File: src/rtl/Pu_inst.sv
// Instruction-word types shared by the processing-unit front end:
// the raw word, primary/extended opcode encodings and the canonical NOP.
package Pu_inst;

  typedef logic [31:0] Inst;

  typedef enum logic [5:0] {
    Op_addi   = 6'd14,
    Op_bc     = 6'd16,
    Op_branch = 6'd18,
    Op_bclr   = 6'd19,
    Op_ori    = 6'd24
  } Opcd;

  // Extended opcode field (bits [10:1]) of the XL-form group under Op_bclr.
  typedef enum logic [9:0] {
    Xxop_bclr  = 10'd16,
    Xxop_bcctr = 10'd528
  } Xl_opcd;

  localparam Inst INST_NOP = 32'h6000_0000;

endpackage

File: src/rtl/Pu_fetch_pkg.sv
// Types for the fetch queue: FSM state, queue entry, optional predecode helper.
// Build option: define PU_FETCH_PREDECODE_EN to carry a per-entry branch flag.
package Pu_fetch_pkg;

  typedef enum logic [0:0] {
    IDLE = 1'b0,
    RUN  = 1'b1
  } Fetch_state;

  typedef struct packed {
    Pu_inst::Inst inst;
    logic [31:0]  pc;
`ifdef PU_FETCH_PREDECODE_EN
    logic         is_branch;
`endif
  } Fetch_entry;

`ifdef PU_FETCH_PREDECODE_EN
  // Unconditional/conditional branches plus bclr/bcctr under the XL group.
  function automatic logic is_branch(input Pu_inst::Inst inst);
    logic [5:0] opcd;
    logic [9:0] xo;
    logic       unused_fields;
    opcd          = inst[31:26];
    xo            = inst[10:1];
    unused_fields = ^{inst[25:11], inst[0]};
    return (opcd == Pu_inst::Op_bc) || (opcd == Pu_inst::Op_branch) ||
           ((opcd == Pu_inst::Op_bclr) &&
            ((xo == Pu_inst::Xxop_bclr) || (xo == Pu_inst::Xxop_bcctr)));
  endfunction
`endif

endpackage

File: src/rtl/pu_fetch_fifo.sv
// Synchronous FIFO of fetch entries with push, pop, clear and occupancy count.
// Head entry is read combinationally from the registered array.
module pu_fetch_fifo
  import Pu_fetch_pkg::*;
#(
  parameter int DEPTH = 4
) (
  input  logic                     clk,
  input  logic                     reset,
  input  logic                     i_clear,
  input  logic                     i_push,
  input  Fetch_entry               i_data,
  input  logic                     i_pop,
  output logic [$clog2(DEPTH):0]   o_count,
  output Fetch_entry               o_head
);

  localparam int AW = $clog2(DEPTH);

  logic [AW-1:0] r_wr_ptr;
  logic [AW-1:0] r_rd_ptr;
  logic [AW:0]   r_count;
  Fetch_entry    r_mem [DEPTH];
  logic          w_pop;

  assign w_pop = i_pop && (r_count != '0);

  // NOTE: sequential state uses non-blocking assignments so every register
  // samples the pre-edge values, regardless of statement order.
  always_ff @(posedge clk) begin
    if (reset || i_clear) begin
      r_wr_ptr <= '0;
      r_rd_ptr <= '0;
      r_count  <= '0;
    end else begin
      if (i_push) r_wr_ptr <= r_wr_ptr + AW'(1);
      if (w_pop)  r_rd_ptr <= r_rd_ptr + AW'(1);
      case ({i_push, w_pop})
        2'b10:   r_count <= r_count + (AW+1)'(1);
        2'b01:   r_count <= r_count - (AW+1)'(1);
        default: r_count <= r_count;
      endcase
    end
  end

  // NOTE: the storage array is deliberately not reset; validity is defined
  // solely by the pointers and count, so stale contents are never exposed.
  always_ff @(posedge clk) begin
    if (i_push && !i_clear) r_mem[r_wr_ptr] <= i_data;
  end

  assign o_count = r_count;
  assign o_head  = r_mem[r_rd_ptr];

endmodule

File: src/rtl/pu_fetch_queue.sv
// Instruction-fetch front end: issues sequential imem requests under a credit
// limit, queues returned words with their PC and handles branch redirects.
// Build option: define PU_FETCH_PREDECODE_EN to add the dec_is_branch output.
module pu_fetch_queue
  import Pu_inst::*;
  import Pu_fetch_pkg::*;
#(
  parameter int          DEPTH           = 4,
  parameter int          MAX_OUTSTANDING = 2,
  parameter logic [31:0] RESET_PC        = 32'h0000_0000
) (
  input  logic        clk,
  input  logic        reset,
  input  logic        en,
  input  logic        redirect,
  input  logic [31:0] redirect_pc,
  output logic        imem_req,
  output logic [29:0] imem_addr,
  input  logic        imem_gnt,
  input  logic        imem_rvalid,
  input  logic [31:0] imem_rdata,
  output logic        dec_valid,
  output logic [31:0] dec_inst,
  output logic [31:0] dec_pc,
  input  logic        dec_ready,
  output logic        busy
`ifdef PU_FETCH_PREDECODE_EN
  ,output logic       dec_is_branch
`endif
);

  localparam int CW = $clog2(DEPTH) + 1;

  Fetch_state  r_state;
  logic [31:2] r_fetch_pc;
  logic [31:2] r_resp_pc;
  logic [CW-1:0] r_outstanding;
  logic [CW-1:0] r_drop;

  logic [CW-1:0] w_count;
  logic [CW-1:0] w_outstanding_next;
  logic          w_credit;
  logic          w_issue;
  logic          w_push;
  logic          w_pop;
  Fetch_entry    w_push_entry;
  Fetch_entry    w_head;
  logic          w_unused_redirect_lsb;

  assign w_unused_redirect_lsb = ^redirect_pc[1:0];

  // Credit counts in-flight requests against free queue space, so the
  // queue cannot overflow even if every outstanding response is kept.
  assign w_credit = (r_outstanding < CW'(MAX_OUTSTANDING)) &&
                    (({1'b0, w_count} + {1'b0, r_outstanding}) < (CW+1)'(DEPTH));
  assign imem_req  = (r_state == RUN) && en && w_credit;
  assign imem_addr = r_fetch_pc;
  assign w_issue   = imem_req && imem_gnt;

  assign w_outstanding_next = r_outstanding + CW'(w_issue) - CW'(imem_rvalid);

  assign w_push = imem_rvalid && (r_drop == '0) && !redirect;
  assign w_pop  = dec_valid && dec_ready;

  // NOTE: every field is assigned on every pass, so no latch is inferred.
  always_comb begin
    w_push_entry.inst      = imem_rdata;
    w_push_entry.pc        = {r_resp_pc, 2'b00};
`ifdef PU_FETCH_PREDECODE_EN
    w_push_entry.is_branch = is_branch(imem_rdata);
`endif
  end

  always_ff @(posedge clk) begin
    if (reset) begin
      r_state <= IDLE;
    end else begin
      case (r_state)
        IDLE:    if (en)  r_state <= RUN;
        RUN:     if (!en) r_state <= IDLE;
        default: r_state <= IDLE;
      endcase
    end
  end

  // Redirect overrides issue/response bookkeeping; anything still in flight,
  // including a request granted this cycle, becomes a response to discard.
  always_ff @(posedge clk) begin
    if (reset) begin
      r_fetch_pc    <= RESET_PC[31:2];
      r_resp_pc     <= RESET_PC[31:2];
      r_outstanding <= '0;
      r_drop        <= '0;
    end else begin
      r_outstanding <= w_outstanding_next;
      if (redirect) begin
        r_fetch_pc <= redirect_pc[31:2];
        r_resp_pc  <= redirect_pc[31:2];
        r_drop     <= w_outstanding_next;
      end else begin
        if (w_issue) r_fetch_pc <= r_fetch_pc + 30'd1;
        if (imem_rvalid) begin
          if (r_drop != '0) r_drop    <= r_drop - CW'(1);
          else              r_resp_pc <= r_resp_pc + 30'd1;
        end
      end
    end
  end

  pu_fetch_fifo #(
    .DEPTH (DEPTH)
  ) u_fifo (
    .clk     (clk),
    .reset   (reset),
    .i_clear (redirect),
    .i_push  (w_push),
    .i_data  (w_push_entry),
    .i_pop   (w_pop),
    .o_count (w_count),
    .o_head  (w_head)
  );

  assign dec_valid = (w_count != '0);
  assign dec_inst  = dec_valid ? w_head.inst : INST_NOP;
  assign dec_pc    = dec_valid ? w_head.pc   : 32'h0;
  assign busy      = (r_outstanding != '0) || dec_valid;

`ifdef PU_FETCH_PREDECODE_EN
  assign dec_is_branch = dec_valid && w_head.is_branch;
`endif

endmodule
File: config.mk
export PLATFORM = sky130hd
export DESIGN_NAME = pu_fetch_queue
export DESIGN_NICKNAME = d
export VERILOG_FILES = /design/src/rtl/Pu_inst.sv /design/src/rtl/Pu_fetch_pkg.sv /design/src/rtl/pu_fetch_fifo.sv /design/src/rtl/pu_fetch_queue.sv
export SDC_FILE = /design/constraint.sdc
export NUM_CORES = 1
export LEC_CHECK = 0
export CELL_PAD_IN_SITES_DETAIL_PLACEMENT = 1
export CELL_PAD_IN_SITES_GLOBAL_PLACEMENT = 1
export CORE_ASPECT_RATIO = 0.8
export CORE_MARGIN = 10
export CORE_UTILIZATION = 45
export CTS_CLUSTER_DIAMETER = 50
export CTS_CLUSTER_SIZE = 12
export DETAILED_ROUTE_END_ITERATION = 10
export DONT_BUFFER_PORTS = 1
export MAX_ROUTING_LAYER = met4
export PLACE_DENSITY = 0.76
export REMOVE_ABC_BUFFERS = 1
export SLEW_MARGIN = 20
export SYNTH_ARGS = -nofsm -noshare
export SYNTH_HDL_FRONTEND = slang
export SYNTH_SLANG_ARGS = --single-unit
File: constraint.sdc
create_clock -name clk -period 3.1 [get_ports clk]
set_input_delay 0 -clock clk [delete_from_list [all_inputs] [get_ports clk]]
set_output_delay 0 -clock clk [all_outputs]
set_load 0.01 [all_outputs]
Yosys cells after proc, flatten, opt, wreduce, memory -nomap -nowiden
Memory sizes are Yosys's and may differ from the RTL's. A register that Yosys moved wholly into a read port is not among the register bits.
Cells that the tools add are included.
- register bits after elaboration: 74
- bits in writable memories: 248
- input bits: 71
- word-level logic and storage cells: 62
- memories kept: 1
- memories (memory ; words ; bits a word ; read ports ; clocked after Yosys merged registers in ; wr ports ; line ; RTL):
    u_fifo.r_mem ; 4 ; 62 ; 1 ; 1 ; 1 ; pu_fetch_fifo.sv:23 ; Fetch_entry r_mem [DEPTH];
- add/subtract/negate cells: 10
- magnitude comparators: 2
- eq/ne operators: 3
- multiplexer cells: 16
- reduce and logical (&&, ||, !) cells: 22
- operators with widths (kind ; number):
    $mux 30 ; 5
    $mux 32 ; 2
    $add 30x1->30 const B ; 2
    $logic_and 1x1->1 ; 9
    $mux 3 ; 3
    $reduce_bool 3->1 ; 3
    $reduce_bool 2->1 ; 4
    $pmux 3 s2 ; 1
    $sub 3x1->3 const B ; 2
    $add 2x1->2 const B ; 2
    $add 3x3->4 ; 1
    $lt 4x3->1 const B ; 1
    $mux 2 ; 2
    $reduce_and 2->1 ; 2
    $add 3x1->3 ; 1
    $add 3x1->3 const B ; 1
    $logic_not 3->1 ; 1
    $lt 3x2->1 const B ; 1
    $mux 1 ; 3
    $sub 3x1->3 ; 1
    $eq 2x1->1 const B ; 1
    $eq 2x2->1 const B ; 1
    $logic_or 1x1->1 ; 2
    $ne 2x2->1 const B ; 1
    $logic_not 1->1 ; 1

Depth between registers and ports, before layout
- depth in word-level cells: 8
- depth in mapped cells: 12
- mapped depth without buffers: 11

Hierarchy
A second synthesis with hierarchy kept.
- cell total of the unflattened synthesis: 889
- area, all modules: 13883.3 sq um
- modules (own cells, without submodules) (module ; instances ; cells an instance ; area an instance (sq um) ; seq. area each (sq um)):
    pu_fetch_fifo ; 1 ; 382 ; 9756.9 ; 7867.5
    pu_fetch_queue ; 1 ; 507 ; 4126.5 ; 1341.3

Least setup slack after synthesis
No wires, ideal clock.
- path kind: flip-flop to flip-flop
- start point: register r_drop[0]
- end point: memory u_fifo.r_mem[0][0] in the netlist's numbering (enable)
- library setup time: 0.427 ns
- arrival time: 2.436 ns
- required time: 2.673 ns
- slack: 0.238 ns
- cell stages (with the launch flop): 6
- path through: dfxtp_1 > inv_1 > ha_1 > nand3b_4 > nor2_1 > and2_1
- cells in the longest elaborated chain, start to end: 6
- RTL lines (item ; line ; RTL):
    start, declared ; pu_fetch_queue.sv:38 ; logic [CW-1:0] r_drop;
    start signal, assigned ; pu_fetch_queue.sv:99 ; r_drop <= w_outstanding_next;
    start signal, assigned ; pu_fetch_queue.sv:103 ; if (r_drop != '0) r_drop <= r_drop - CW'(1);
    $logic_not 3->1 ; pu_fetch_queue.sv:62 ; assign w_push = imem_rvalid && (r_drop == '0) && !redirect;
    $logic_and 1x1->1 (2 in series) ; pu_fetch_queue.sv:62 ;
    $logic_and 1x1->1 ; pu_fetch_fifo.sv:49 ; if (i_push && !i_clear) r_mem[r_wr_ptr] <= i_data;
    $mux 1 ; pu_fetch_fifo.sv:49 ;
    $mux 1 (not written as such) ; pu_fetch_fifo.sv:49 ;
    end, declared ; pu_fetch_fifo.sv:23 ;
Every way passes these cells.

Worst setup path in the final report
- start point: register u_fifo.r_count[2] (netlist: u_fifo.o_count[2])
- end point: register r_fetch_pc (netlist bit imem_addr[21])
- cells in the longest elaborated chain, start to end: 6
- RTL lines (item ; line ; RTL):
    start, declared ; pu_fetch_fifo.sv:22 ; logic [AW:0] r_count;
    start signal, assigned ; pu_fetch_fifo.sv:39 ; 2'b10: r_count <= r_count + (AW+1)'(1);
    start signal, assigned ; pu_fetch_fifo.sv:40 ; 2'b01: r_count <= r_count - (AW+1)'(1);
    start signal, assigned ; pu_fetch_fifo.sv:41 ; default: r_count <= r_count;
    $add 3x3->4 ; pu_fetch_queue.sv:55 ; (({1'b0, w_count} + {1'b0, r_outstanding}) < (CW+1)'(DEPTH));
    $lt 4x3->1 ; pu_fetch_queue.sv:55 ;
    $logic_and 1x1->1 ; pu_fetch_queue.sv:54 ; assign w_credit = (r_outstanding < CW'(MAX_OUTSTANDING)) &&
    $logic_and 1x1->1 ; pu_fetch_queue.sv:56 ; assign imem_req = (r_state == RUN) && en && w_credit;
    $logic_and 1x1->1 ; pu_fetch_queue.sv:58 ; assign w_issue = imem_req && imem_gnt;
    $reduce_bool 2->1 (no source line) ; n/a ;
    end signal, assigned ; pu_fetch_queue.sv:90 ; r_fetch_pc <= RESET_PC[31:2];
    end signal, assigned ; pu_fetch_queue.sv:97 ; r_fetch_pc <= redirect_pc[31:2];
    end signal, assigned ; pu_fetch_queue.sv:101 ; if (w_issue) r_fetch_pc <= r_fetch_pc + 30'd1;
    end, declared ; pu_fetch_queue.sv:35 ; logic [31:2] r_fetch_pc;
Every way passes these cells.
A chain may end at the register's enable or synchronous reset.

==> flow_metrics.tcl <==
set metrics [dict create \
    n_fill_cell 2763 \
    portBuffers 0 \
    dr.first_iter.drc_count 416 \
    mostFrequentLayoutCell "edfxtp_1" \
    grt_pass1_wl_um 49600 \
    postRouteAntennaNets 0 \
    totalWireLength_um 31600 \
    boundaryPins 168 \
    synth_compound_area_frac 0.0527 \
    clock_latency_ns 0.51 \
    layout.cells.most_common_list "edfxtp_1 (248), dlygate4sd3_1 (74), dfxtp_1 (74)" \
    yosys.area_share.simple 0.101 \
    synth_cells 882 \
    final.min_clock_period_ns 2.87 \
    firstDrtPassIters 5 \
    hold_ws_ns 0.0342 \
    ys_ff_latch 324 \
    fin_nets 1049 \
    area_growth_syn_to_layout_pct 16.9 \
    finalCritPeriodShare 0.927 \
    cts_htree_levels 2 \
    rr_startpoint "u_fifo.o_count[2]$_SDFFE_PP0P_" \
    synth_edf_count 248 \
    pwr_density_cell_nw_per_um2 607 \
    dieArea_um2 37500 \
    overflow 0 \
    whs_endpoint "r_outstanding[0]$_SDFF_PP0_" \
    post_cts_buffers 0 \
    placementRows 56 \
    hp-start "imem_rvalid" \
    gp_congestion 0.776 \
    status "finished clean" \
    tritoncts "built" \
    fmax_mhz 348 \
    synth_fa_ha_area_frac 0.0159 \
    synth_cell_types 53 \
    drc 0 \
    ir_drop_uv 314 \
    drv_slew 0 \
    synthesis.area_um2 13600 \
    async_flop_share 0 \
    slew_headroom 0.305 \
    synthXorXnorAreaFrac 0.0329 \
    crit_required_ns 3.50 \
    cts_buffer_depth 3 \
    synth_top_family_by_area "multiplexers" \
    min_path_cells 4 \
    clock_skew_ns 0.0150 \
    tightest_slew_ns 1.04 \
    cap_violations 0 \
    clk_pin_slew_ns 0.06 \
    synth-main-ff-cell "edfxtp_1" \
    synth.yosys.seq_area_share 0.661 \
    min_path_type "in -> reg" \
    yosysWarnings 0 \
    worstSetupStartpointType "flop" \
    p_leak_nw 5.27 \
    floorplan.initialDensity 0.460 \
    grt_pass1_vias 8275 \
    via_per_inst 5.51 \
    fin_area_um2 15900 \
    core_area_um2 29500 \
    dpl.hpwl_um 19900 \
    drive_above_1_share 0.145 \
    cts_made_buffers 35 \
    rsz0062_at_grt "false" \
    cp-end-kind "flop" \
    chipWidth_um 214 \
    muxShareOfSynthArea 0.105 \
    place_area_um2 14000 \
    total_power_mw 9.63 \
    grt_max_degree 63 \
    rrSetupSlack_ns 0.23 \
    root_buffer "clkbuf_16" \
    synth.avg_cell_area_um2 15.4 \
    fin_setup_tns_ns 0 \
    die_h_um 175 \
    r2r_cells 9 \
    worstReg2RegEnd "imem_addr[21]$_SDFFE_PP0P_" \
    grt_usage 0.171 \
    num_vias 7633 \
    path_max_fanout 16 \
    finalSetupViolCount 0 \
    wl_per_cell_um 22.8 \
    antenna_found_initial 1 \
    clkSinkCount 324 \
    path_class "reg -> reg" \
    arrival_ns 3.27 \
    hold_viol_final 0 \
]
[worst max-delay path by stage]
stage | from | endpoint | depth (start not counted)
global route | r_outstanding[1]$_SDFF_PP0_ | imem_addr[21]$_SDFFE_PP0P_ | 10
CTS | u_fifo.o_count[2]$_SDFFE_PP0P_ | imem_addr[21]$_SDFFE_PP0P_ | 9
finish | u_fifo.o_count[2]$_SDFFE_PP0P_ | imem_addr[21]$_SDFFE_PP0P_ | 9
detailed placement | u_fifo.o_count[2]$_SDFFE_PP0P_ | r_drop[2]$_SDFFE_PP0P_ | 10
global placement | u_fifo.o_count[2]$_SDFFE_PP0P_ | r_drop[2]$_SDFFE_PP0P_ | 10
floorplan | flop | dec_inst[29] | 2
[cell families (layout without fill, tap and decap cells)]
kind of cell             count (synthesis)  in the layout
XOR/XNOR                                51             51
AO/OA/AOI/OAI                          104            104
other                                    1              3
buffers and inverters                   90            185
multiplexers                            65             65
adder cells (fa/ha/maj)                 16             16
AND/OR/NAND/NOR                        231            231
flip-flops                             324            324
[critical path, stage by stage, from the launching register on]
cell,delay [ns]
dfxtp_1,0.34
ha_1,0.20
and4b_1,0.25
and4_1,0.26
buf_6,0.20
nand3_2,0.14
nor3_1,0.19
dlygate4sd3_1,0.57
nor4_1,0.05
dlygate4sd3_1,0.56
[routing by layer]
layer,wire length [um],part of all wire,vias up,global-route usage
li1,-,-,3496,-
met1,14400,0.45,3890,0.224
met2,14800,0.47,207,0.266
met3,1870,0.059,40,0.0431
met4,539,0.017,0,0.0407
met5,0,0,-,-
[Yosys cell counts (2+ instances only)]
cell type / instances / share of area
a211oi_1: 14 / 0.0077
a21boi_0: 29 / 0.016
a21oi_1: 32 / 0.012
and2_1: 69 / 0.032
and3_1: 12 / 0.0055
and4_1: 5 / 0.0032
and4b_1: 2 / 0.0015
buf_2: 11 / 0.0041
buf_4: 2 / 0.0011
buf_6: 4 / 0.0033
clkbuf_1: 26 / 0.0072
clkbuf_8: 3 / 0.0030
dfxtp_1: 76 / 0.11
edfxtp_1: 248 / 0.55
fa_1: 2 / 0.0030
ha_1: 14 / 0.013
inv_1: 42 / 0.012
mux2i_1: 3 / 0.0022
mux4_2: 62 / 0.10
nand2_1: 23 / 0.0064
nand3_1: 22 / 0.0081
nand4_1: 25 / 0.012
nor2_1: 30 / 0.0083
nor2b_1: 4 / 0.0018
nor3_1: 16 / 0.0059
nor4_1: 4 / 0.0018
nor4_2: 2 / 0.0018
o21a_1: 12 / 0.0066
o31a_1: 9 / 0.0058
o31ai_1: 2 / 0.0011
or2_2: 3 / 0.0014
or3_1: 3 / 0.0014
or4_1: 2 / 0.0011
xnor2_1: 17 / 0.011
xor2_1: 34 / 0.022
[registers in the layout (all words and copies together) (netlist names), named ones only]
signal and cells:
imem_addr 30, r_drop 3, r_outstanding 3, r_resp_pc 30, r_state 1, u_fifo.o_count 3, u_fifo.r_mem 248, u_fifo.r_rd_ptr 2
u_fifo.r_wr_ptr 2
[cell type report]
class | count | area, um^2 | area share
Sequential cell | 324 | 8970 | 0.566
Clock buffer | 46 | 960 | 0.0605
Timing Repair Buffer | 89 | 952 | 0.0601
Inverter | 43 | 161 | 0.0102
Tap cell | 406 | 508 | 0.0320
Multi-Input combinational cell | 469 | 4200 | 0.265
Clock inverter | 7 | 95.1 | 0.00600
Antenna cell | 1 | 2.50 | 0.000158
[metrics by stage]
| stage | setup WS [ns] | util | std cells |
|---|---|---|---|
| floorplan | -0.496 | - | 836 |
| global placement | 0.675 | 0.474 | 1255 |
| detailed placement | 0.670 | 0.474 | 1255 |
| CTS | 0.141 | 0.537 | 1384 |
| global route | 0.0121 | 0.537 | 1385 |
| finish | 0.228 | 0.537 | 1385 |
[power by group]
group / total [mW] / switching [mW] / internal, mW / leakage, nW
sequential: 5.02 / 0.164 / 4.85 / 2.89
clock: 3.93 / 1.60 / 2.33 / 0.512
combinational: 0.684 / 0.369 / 0.316 / 1.86
[timing repair]
| action | 4_1_cts | 5_1_grt |
|---|---|---|
| endpoints found under the hold margin | 204 | 0 |
| resized for setup | 0 | 3 |
| hold buffers | 76 | 0 |
| setup endpoints to repair | 0 | 1 |
No activity file was read; power rests on OpenSTA's default activity.
